## src/rtl/mem_stage.sv

```systemverilog
// Memory-access pipeline stage: ALU pass-through or one load/store on a req/gnt/rvalid bus.
// Optional build macro MEM_STAGE_MISALIGN_TRAP_EN turns misaligned half/word accesses into error completions.
module mem_stage #(
  parameter int unsigned TIMEOUT_CYCLES = 255
) (
  input  logic        clk,
  input  logic        reset,
  input  logic        in_valid,
  output logic        in_ready,
  input  logic [31:0] in_alu_result,
  input  logic [31:0] in_store_data,
  input  logic        in_mem_read,
  input  logic        in_mem_write,
  input  logic [1:0]  in_size,
  input  logic        in_unsigned,
  input  logic [4:0]  in_rd,
  output logic        dmem_req,
  output logic        dmem_we,
  output logic [31:0] dmem_addr,
  output logic [3:0]  dmem_be,
  output logic [31:0] dmem_wdata,
  input  logic        dmem_gnt,
  input  logic        dmem_rvalid,
  input  logic [31:0] dmem_rdata,
  output logic        out_valid,
  input  logic        out_ready,
  output logic [31:0] out_result,
  output logic [4:0]  out_rd,
  output logic        out_err
);

  typedef enum logic [1:0] {S_IDLE, S_REQ, S_WAIT} state_t;

  localparam logic [7:0] LP_LAST = 8'(TIMEOUT_CYCLES - 1);

  state_t      r_state;
  logic [7:0]  r_cnt;
  logic [31:0] r_addr;
  logic [1:0]  r_size;
  logic        r_unsigned;
  logic [4:0]  r_rd;

  logic        w_accept;
  logic        w_isMem;
  logic        w_misalign;
  logic        w_timeout;
  logic [3:0]  w_be;
  logic [31:0] w_wdata;
  logic [7:0]  w_byte;
  logic [15:0] w_half;
  logic [31:0] w_loadData;

  assign in_ready  = (r_state == S_IDLE) & (~out_valid | out_ready);
  assign w_accept  = in_valid & in_ready;
  assign w_isMem   = in_mem_read | in_mem_write;
  assign w_timeout = (r_cnt == LP_LAST);

`ifdef MEM_STAGE_MISALIGN_TRAP_EN
  assign w_misalign = ((in_size == 2'b01) & in_alu_result[0]) |
                      (in_size[1] & (in_alu_result[1:0] != 2'b00));
`else
  assign w_misalign = 1'b0;
`endif

  always_comb begin
    w_be    = 4'b1111;
    w_wdata = in_store_data;
    case (in_size)
      2'b00: begin
        w_be    = 4'b0001 << in_alu_result[1:0];
        w_wdata = {4{in_store_data[7:0]}};
      end
      2'b01: begin
        w_be    = in_alu_result[1] ? 4'b1100 : 4'b0011;
        w_wdata = {2{in_store_data[15:0]}};
      end
      default: ;
    endcase
  end

  // Lane select on the returned word, then extend according to the latched size/signedness
  always_comb begin
    w_byte = dmem_rdata[7:0];
    case (r_addr[1:0])
      2'b01:   w_byte = dmem_rdata[15:8];
      2'b10:   w_byte = dmem_rdata[23:16];
      2'b11:   w_byte = dmem_rdata[31:24];
      default: w_byte = dmem_rdata[7:0];
    endcase
    w_half     = r_addr[1] ? dmem_rdata[31:16] : dmem_rdata[15:0];
    w_loadData = dmem_rdata;
    case (r_size)
      2'b00:   w_loadData = r_unsigned ? {24'b0, w_byte} : {{24{w_byte[7]}}, w_byte};
      2'b01:   w_loadData = r_unsigned ? {16'b0, w_half} : {{16{w_half[15]}}, w_half};
      default: w_loadData = dmem_rdata;
    endcase
  end

  always_ff @(posedge clk or posedge reset) begin
    if (reset) begin
      r_state    <= S_IDLE;
      r_cnt      <= 8'd0;
      r_addr     <= 32'd0;
      r_size     <= 2'd0;
      r_unsigned <= 1'b0;
      r_rd       <= 5'd0;
      dmem_req   <= 1'b0;
      dmem_we    <= 1'b0;
      dmem_addr  <= 32'd0;
      dmem_be    <= 4'd0;
      dmem_wdata <= 32'd0;
      out_valid  <= 1'b0;
      out_result <= 32'd0;
      out_rd     <= 5'd0;
      out_err    <= 1'b0;
    end else begin
      // A completion below overrides this drain; acceptance guarantees the slot is free then
      if (out_valid & out_ready) begin
        out_valid <= 1'b0;
      end
      case (r_state)
        S_IDLE: begin
          if (w_accept) begin
            if (w_isMem & ~w_misalign) begin
              r_addr     <= in_alu_result;
              r_size     <= in_size;
              r_unsigned <= in_unsigned;
              r_rd       <= in_rd;
              r_cnt      <= 8'd0;
              dmem_req   <= 1'b1;
              dmem_we    <= ~in_mem_read;
              dmem_addr  <= {in_alu_result[31:2], 2'b00};
              dmem_be    <= w_be;
              dmem_wdata <= w_wdata;
              r_state    <= S_REQ;
            end else begin
              out_valid  <= 1'b1;
              out_result <= in_alu_result;
              out_rd     <= in_rd;
              out_err    <= w_isMem;
            end
          end
        end
        S_REQ: begin
          if (dmem_gnt) begin
            dmem_req <= 1'b0;
            dmem_we  <= 1'b0;
            if (dmem_we) begin
              out_valid  <= 1'b1;
              out_result <= r_addr;
              out_rd     <= r_rd;
              out_err    <= 1'b0;
              r_state    <= S_IDLE;
            end else begin
              r_cnt   <= r_cnt + 8'd1;
              r_state <= S_WAIT;
            end
          end else if (w_timeout) begin
            dmem_req   <= 1'b0;
            dmem_we    <= 1'b0;
            out_valid  <= 1'b1;
            out_result <= 32'd0;
            out_rd     <= r_rd;
            out_err    <= 1'b1;
            r_state    <= S_IDLE;
          end else begin
            r_cnt <= r_cnt + 8'd1;
          end
        end
        S_WAIT: begin
          if (dmem_rvalid) begin
            out_valid  <= 1'b1;
            out_result <= w_loadData;
            out_rd     <= r_rd;
            out_err    <= 1'b0;
            r_state    <= S_IDLE;
          end else if (w_timeout) begin
            out_valid  <= 1'b1;
            out_result <= 32'd0;
            out_rd     <= r_rd;
            out_err    <= 1'b1;
            r_state    <= S_IDLE;
          end else begin
            r_cnt <= r_cnt + 8'd1;
          end
        end
        default: r_state <= S_IDLE;
      endcase
    end
  end

endmodule
```

## config.mk

```make
export PLATFORM = sky130hd
export DESIGN_NAME = mem_stage
export DESIGN_NICKNAME = d
export VERILOG_FILES = /design/src/rtl/mem_stage.sv
export SDC_FILE = /design/constraint.sdc
export NUM_CORES = 1
export LEC_CHECK = 0
export ABC_CLOCK_PERIOD_IN_PS = 14200
export CELL_PAD_IN_SITES_DETAIL_PLACEMENT = 1
export CELL_PAD_IN_SITES_GLOBAL_PLACEMENT = 2
export CORE_UTILIZATION = 25
export CTS_CLUSTER_SIZE = 25
export DETAILED_ROUTE_END_ITERATION = 6
export HOLD_SLACK_MARGIN = 0.03
export PLACE_DENSITY = 0.76
export SETUP_SLACK_MARGIN = 0.15
export SYNTH_ARGS = -nofsm -noshare
export SYNTH_HDL_FRONTEND = slang
export SYNTH_SLANG_ARGS = --single-unit
```

## constraint.sdc

```tcl
create_clock -name clk -period 14.2 [get_ports clk]
set_input_delay 4.26 -clock clk [delete_from_list [all_inputs] [get_ports clk]]
set_output_delay 4.26 -clock clk [all_outputs]
set_load 0.02 [all_outputs]
```

# ---- Yosys cells after proc, flatten, opt, wreduce, memory -nomap -nowiden
# Cells that the tools add are included.
dict set report totals {
  ff_bits 157
  latch_bits 0
  ram_bits 0
  rom_bits 0
  out_inout_bits 110
  elab_cells 108
  memories 0
}
dict set report classes {
  add_sub_neg 1
  mul 0
  div 0
  magnitude_cmp 0
  n_eq_ne 15
  shift 1
  n_mux 59
  n_bitwise 7
  reduce_logical 10
}
# op n
set ops {}
lappend ops {{$mux 32} 8}
lappend ops {{$pmux 32 s2} 2}
lappend ops {{$pmux 32 s3} 1}
lappend ops {{$mux 8} 6}
lappend ops {{$pmux 8 s3} 2}
lappend ops {{$mux 5} 6}
lappend ops {{$mux 1} 19}
lappend ops {{$mux 16} 1}
lappend ops {{$pmux 5 s3} 1}
lappend ops {{$mux 2} 6}
lappend ops {{$ne 3x3->1 const B} 3}
lappend ops {{$add 8x1->8 const B} 1}
lappend ops {{$eq 2x1->1 const B} 4}
lappend ops {{$eq 8x8->1 const B} 1}
lappend ops {{$ne 2x2->1 const B} 4}
lappend ops {{$pmux 4 s2} 1}
lappend ops {{$reduce_and 4->1} 2}
lappend ops {{$eq 2x2->1 const B} 3}
lappend ops {{$logic_not 2->1} 3}
lappend ops {{$pmux 1 s3} 2}
lappend ops {{$pmux 2 s3} 1}
lappend ops {{$reduce_and 5->1} 1}
lappend ops {{$mux 4} 1}
lappend ops {{$pmux 1 s2} 2}
lappend ops {{8 further kinds} 12}

# ---- Depth between registers and ports, before layout
dict set report logic_depth {
  depth_word 6
  depth_mapped 11
  depth_no_buf 7
}

# ---- Worst setup path after synthesis
# OpenSTA, ideal clock, no wires.
dict set report synth_path {
  kind {input to output}
  from {input port out_ready}
  to {output port in_ready}
  arrival_time_ps 4690
  required_time_ps 9940
  slack_ps 5250
  cell_stages 2
  n_path_buf 0
  path_cell_list {nand2b_2 -> and2_1}
}
dict set report synth_between {
  elab_chain_len 2
}
# element line_no
set synth_rtl {}
lappend synth_rtl {{start, declared} 26} ;# input logic out_ready,
lappend synth_rtl {{$or 1x1->1} 53} ;# assign in_ready = (r_state == S_IDLE) & (~out_valid | out_ready);
lappend synth_rtl {{$and 1x1->1} 53}
lappend synth_rtl {{end, declared} 9} ;# output logic in_ready,
# Every way passes these cells.

# ---- Worst setup path in the final report
# Same ends and word-level chain as after synthesis.

==> results.md <==
* Setup total negative slack at 0 ns
* Peak Freq at 0.1014 GHz
* Synthesized area at 7407 sq um
* Postcts setup bufs at 0
* Synth Area in Compound Gates at 21.13%
* Post-Syn Instances at 790
* Startpoint Class: input pin
* Post-Synth Adder-Cell Area at 1.014%
* Final Skew at 0.01090 ns
* Fin crit share at 69.48%
* Yosys cell types at 65
* WHS Path Cells at 2
* Vias/cell at 4.965
* CTS Sinks at 127
* Die height at 174.1 microns
* Die X at 174.1 microns
* Flip-flop and latch count after synthesis at 127
* Post-synth top area share at 42.91%
* CP Max Fanout at 6
* Mean post-synth cell area at 9.376 sq um
* Most frequent cells after synthesis: dfrtp_1, o21ai_0, nand2_1, nor2_1, mux2_2
* Worst-case hold slack at 0.4776 ns
* Worst Tran Pin Value at 0.9703 ns
* Net count, final at 1,067
* Worst-skew pair later-pin latency at 0.42 ns
* Routed vias at 6,683
* Maximum VDD drop at 81.49 uV
* Slowest CP cell: clkdlybuf4s50_1
* Final Total Pwr at 2397 uW
* CTS clock-pin slew for the worst setup and hold paths at 0.06 ns
* Max H-tree Level at 4
* Initial antenna violation count at 0
* Placed Area at 9689 sq um
* CTS resizes at 0
* Clock root buffer: clkbuf_16
* Yosys warning count at 0
* CP Capture Type: primary output
* Pins Over Slew Limit at 0
* Final setup fails at 0
* Number of I/O port buffers at 219
* Most common cell in the netlist: dfrtp_1
* Global-route wire length before repair at 41,550 microns
* Final hold violations at 0
* Post-Synth XOR/XNOR Area at 0%
* TritonCTS clock tree: yes
* Largest family of logic cells by synthesized area: compound AO/OA/AOI/OAI gates
* Total of max-cap violations at 0
* Mux cell area share after synthesis at 12.30%
* Layout cells sized above 1 at 11.33%
* Routed len/inst at 19.87 microns
* Final instance area at 10,290 sq um
* Hold WC Path Type: flop to flop
* Full die area at 30,320 sq um
* Setup ws final at 4.334 ns
* Number of synthesized flops with an enable pin at 0
* Largest area contributor in the netlist: dfrtp_1
* CP Data Required Time at 9.94 ns
* Worst path max stage delay at 0.60 ns
* Crit path kind: input pin to primary output
* Largest net degree at the start of global routing at 94
* Initial DRC Count at 331
* P_leak at 0.004165 uW
* Crit path cell chain: clkdlybuf4s50_1, nand2b_2, and2_1, clkdlybuf4s50_1
* FP Rows at 62
* Total gr overflow at 0
* Initial DRT Pass Iterations at 4
* Simple-gate portion of the synthesized area at 14.80%
* RD Place Congestion at 0.7912
* Ports at 222
* Slew headroom at 35.07%
* Cell repeated most along the worst path: clkdlybuf4s50_1
* Drt drc at 0
* Hold buffer count at CTS at 0
* HPWL Detailed at 19,000 microns
* Worst Reg-to-Reg Cells at 8
* Routed wire length at 26,750 microns
* Synth-to-layout area growth at 38.92%
* Crit path time final at 9.866 ns
* PD cells at 233.0 nW/um^2
* GRT Total Usage at 17.77%
* Initial Util at 25.60%
* ANT cells at 0
* WP data arrival at 5.61 ns
* CORE AREA at 28,940 sq um
* RSZ-0062 raised after global routing: no
* Status: complete, no violations
* Area contributors post-synth: dfrtp_1, mux2_2, o21ai_0
* ANT nets after route at 0
* Synth Flop Type: dfrtp_1
* Number of global-route vias before repair at 6,855
* Dpl ws at 4.322 ns
* Clock Tree Buf Depth at 2
* FFs w/ async S/R, synth at 100.0%
* Share of the yosys chip area belonging to registers at 42.91%
* Cts bufs inserted at 17
-- cell families after synthesis --
kind of cell    count (synthesis)
other cells                     1
flops                         127
mux                            83
simple gates                  228
compound gates                231
buf+inv                       114
fa+ha+maj                       6
-- state kept, by name, indices dropped and copies added, names as in the netlist --
signal / cells
dmem_wdata: 32
out_result: 32
r_addr: 32
r_cnt: 8
out_rd: 5
r_rd: 5
dmem_be: 4
r_size: 2
r_state: 2
dmem_req: 1
dmem_we: 1
out_err: 1
out_valid: 1
r_unsigned: 1
-- metrics by stage --
step | std cells | utilization, %
2_1_floorplan | 791 | -
3_3_place_gp | 1314 | 33.49
3_5_place_dp | 1314 | 33.49
4_1_cts | 1346 | 35.56
5_1_grt | 1346 | 35.56
6_report | 1346 | 35.56
-- final timing paths --
kind                           startpoint  slack (ns)        endpoint
max in group asynchronous           reset        8.58      r_addr[22]
hold / removal             dmem_wdata[25]        0.48  dmem_wdata[25]
hold reg to reg            dmem_wdata[25]        0.48  dmem_wdata[25]
min in group asynchronous           reset        4.34         r_rd[4]
setup / recovery                out_ready        4.33        in_ready
setup reg to reg               r_state[1]       11.05       out_rd[2]
-- critical path, delay by kind of cell --
kind | cells | cell delay [ns]
AND/OR/NAND/NOR | 2 | 0.30
buffers and inverters | 2 | 1.05
-- area by class of cell --
type / instances / area, sq um
Timing Repair Buffer: 229 / 2267
Tap cell: 384 / 480.5
Clock buffer: 17 / 425.4
Sequential cell: 127 / 3178
Fill cell: 3318 / 18650
Clock inverter: 15 / 175.2
Inverter: 24 / 95.09
Multi-Input combinational cell: 550 / 3669
-- cell usage in the layout (no fill, tap or decap), types with 3 or more instances in the layout --
master           instances
a32o_1                  11
nand3b_1                12
o21ai_1                  3
a22o_1                   4
nand2_1                 90
o311ai_1                 6
and2_1                   5
a221o_1                  6
or3_1                    5
clkbuf_16               17
o2bb2ai_1                7
dfrtp_1                127
inv_6                    7
nor3_1                   8
o311a_1                  3
a21oi_1                 35
and3_1                   4
o22ai_1                  5
nor2b_1                 11
ha_1                     5
inv_1                   23
o311ai_2                 6
clkdlybuf4s50_1        219
a221oi_1                 6
mux2i_1                 37
buf_4                   10
nand2b_1                 5
o21ai_0                 92
a31oi_1                 13
a21o_1                   3
nor2_1                  50
o22a_1                   6
nand3_1                 24
o221ai_1                 3
nor3_2                   4
clkinvlp_4               3
mux2_2                  43
-- layer usage --
| metal | up-vias | track usage, % | routed length [microns] |
|---|---|---|---|
| met5 | - | 0 | 0 |
| met4 | 0 | 4.605 | 336 |
| met3 | 21 | 4.987 | 1712 |
| met1 | 3300 | 24.27 | 12690 |
| met2 | 201 | 27.42 | 12000 |
| li1 | 3161 | - | - |
-- report_power, final --
| part | switching [uW] | total (uW) | internal (uW) |
|---|---|---|---|
| Clock | 196 | 461 | 265 |
| Sequential | 146 | 676 | 530 |
| Combinational | 699 | 1260 | 561 |
No activity file was read; power rests on OpenSTA's default activity.
==> RTL edit: new RTL, same flow settings <==
Register the output `out_err` once more, without a reset; this adds one clock of latency there. The other outputs are not delayed to match.
--- a/src/rtl/mem_stage.sv
+++ b/src/rtl/mem_stage.sv
@@ -32,6 +32,8 @@
   typedef enum logic [1:0] {S_IDLE, S_REQ, S_WAIT} state_t;
 
   localparam logic [7:0] LP_LAST = 8'(TIMEOUT_CYCLES - 1);
+
+  logic out_err_s0;
 
   state_t      r_state;
   logic [7:0]  r_cnt;
@@ -112,7 +114,7 @@
       out_valid  <= 1'b0;
       out_result <= 32'd0;
       out_rd     <= 5'd0;
-      out_err    <= 1'b0;
+      out_err_s0 <= 1'b0;
     end else begin
       // A completion below overrides this drain; acceptance guarantees the slot is free then
       if (out_valid & out_ready) begin
@@ -137,7 +139,7 @@
               out_valid  <= 1'b1;
               out_result <= in_alu_result;
               out_rd     <= in_rd;
-              out_err    <= w_isMem;
+              out_err_s0 <= w_isMem;
             end
           end
         end
@@ -149,7 +151,7 @@
               out_valid  <= 1'b1;
               out_result <= r_addr;
               out_rd     <= r_rd;
-              out_err    <= 1'b0;
+              out_err_s0 <= 1'b0;
               r_state    <= S_IDLE;
             end else begin
               r_cnt   <= r_cnt + 8'd1;
@@ -161,7 +163,7 @@
             out_valid  <= 1'b1;
             out_result <= 32'd0;
             out_rd     <= r_rd;
-            out_err    <= 1'b1;
+            out_err_s0 <= 1'b1;
             r_state    <= S_IDLE;
           end else begin
             r_cnt <= r_cnt + 8'd1;
@@ -172,13 +174,13 @@
             out_valid  <= 1'b1;
             out_result <= w_loadData;
             out_rd     <= r_rd;
-            out_err    <= 1'b0;
+            out_err_s0 <= 1'b0;
             r_state    <= S_IDLE;
           end else if (w_timeout) begin
             out_valid  <= 1'b1;
             out_result <= 32'd0;
             out_rd     <= r_rd;
-            out_err    <= 1'b1;
+            out_err_s0 <= 1'b1;
             r_state    <= S_IDLE;
           end else begin
             r_cnt <= r_cnt + 8'd1;
@@ -189,4 +191,8 @@
     end
   end
 
+  always_ff @(posedge clk) begin
+    out_err <= out_err_s0;
+  end
+
 endmodule
Function: same outputs for any inputs over 4 cycles, from zero or initial values and one cycle with reset high; that may be too few to reach the edited logic, so the function may still have changed.
==> RTL edit against the original RTL <==
Power up 1.7%. Worst setup slack worse by 27 ps. Maximum frequency down 0.27%. Routed wire length fell by 0.70%. Critical path depth stayed put. Area after synthesis grew 0.27%. Critical path type unchanged. Via count shrank 0.79%. Count of clock-buffer cells in the layout unchanged. Design area is 0.62% higher. Combinational power about the same. Critical endpoint unchanged. Sequential cell count is 1 higher.
==> RTL edit: results (changes against the original RTL) <==
INFO  metric seq_power = 681 µW (+0.7%)
INFO  metric r2r.worst_path.cells = 7 (-1)
INFO  metric critical_path_arrival = 5630 ps (+20 ps)
INFO  metric result_of_the_run = complete, no violations
INFO  metric final.setup_skew = 14.0 ps (+3.10 ps)
INFO  metric synth_compound_area_frac = 0.211 (-0.000570)
INFO  metric gp_congestion = 0.824 (+4.1%)
INFO  metric relative_contribution_of_combinational_cells_to_total_power = 0.517 (-0.009)
INFO  metric end_point_of_the_most_critical_hold_path = out_err
INFO  metric hold_path_startpoint = out_err_s0
INFO  metric grt_first_pass_wirelength = 41700 µm (+0.40%)
INFO  metric tightest_slew = 1120 ps (+146 ps)
INFO  metric leakagePower = 0.00420 µW (+0.93%)
INFO  metric power.switching = 1040 µW (+0.23%)
INFO  metric synth.top_cell.area_share = 0.428 (-0.00116)
INFO  metric ys_types = 66 (+1.5%)
INFO  metric final_net_count = 1068 (+0.094%)
INFO  metric synth-seq-area-share = 0.431 (+0.00154)
INFO  metric synth.area.mux_share = 0.123 (-0.000331)
INFO  metric grt_antenna_before_repair = 1 (+1)
INFO  metric post_synth_fa_ha_maj_area_fraction = 0.0101 (-0.0000273)
INFO  metric detailedPlacementHpwl = 18900 µm (-0.42%)
INFO  metric min_delay_path_depth = 0 (-2)
INFO  metric largest_net_degree_at_the_start_of_global_routing = 91 (-3.2%)
INFO  metric grtUsageTotal = 0.179 (+0.00108)
INFO  metric setup_slack_of_the_critical_path_after_layout = 4310 ps (-26.8 ps)
INFO  metric synthArstFlopShare = 0.992 (-0.00781)
INFO  metric detail_route.vias_per_cell = 4.92 (-0.94%)
INFO  metric max-vdd-ir-drop = 81.5 µV (about the same)
INFO  metric drt-wirelength-per-cell = 19.7 µm (-0.84%)
-- RTL edit: metal layers --
| metal | share of wire | global-route usage |
|---|---|---|
| met1 | 0.48 | 0.251 |
| met2 | 0.44 | 0.269 |
| met3 | 0.069 | 0.0466 |
| met4 | 0.010 | 0.0464 |
| met5 | 0.00041 | 0 |
-- RTL edit: final cells by class --
class                   count  share of cell area
inverters                  24             0.00894
repair buffers            229               0.219
well taps                 384              0.0464
clock inverters            15              0.0215
clock buffers              17              0.0411
flip-flops and latches    128               0.309
multi-input cells         550               0.354
diodes                      1            0.000242
-- RTL edit: per-stage QoR --
stage / utilization / instance area, µm² / instances / total power [µW]
after CTS: 0.358 / 10400 / 1347 / 2470
after floorplan: - / 7430 / 792 / 1470
after detailed placement: 0.335 / 9700 / 1315 / 1960
after global routing: 0.358 / 10400 / 1347 / 2600
after global placement: 0.335 / 9700 / 1315 / 1940
final: 0.358 / 10400 / 1348 / 2440
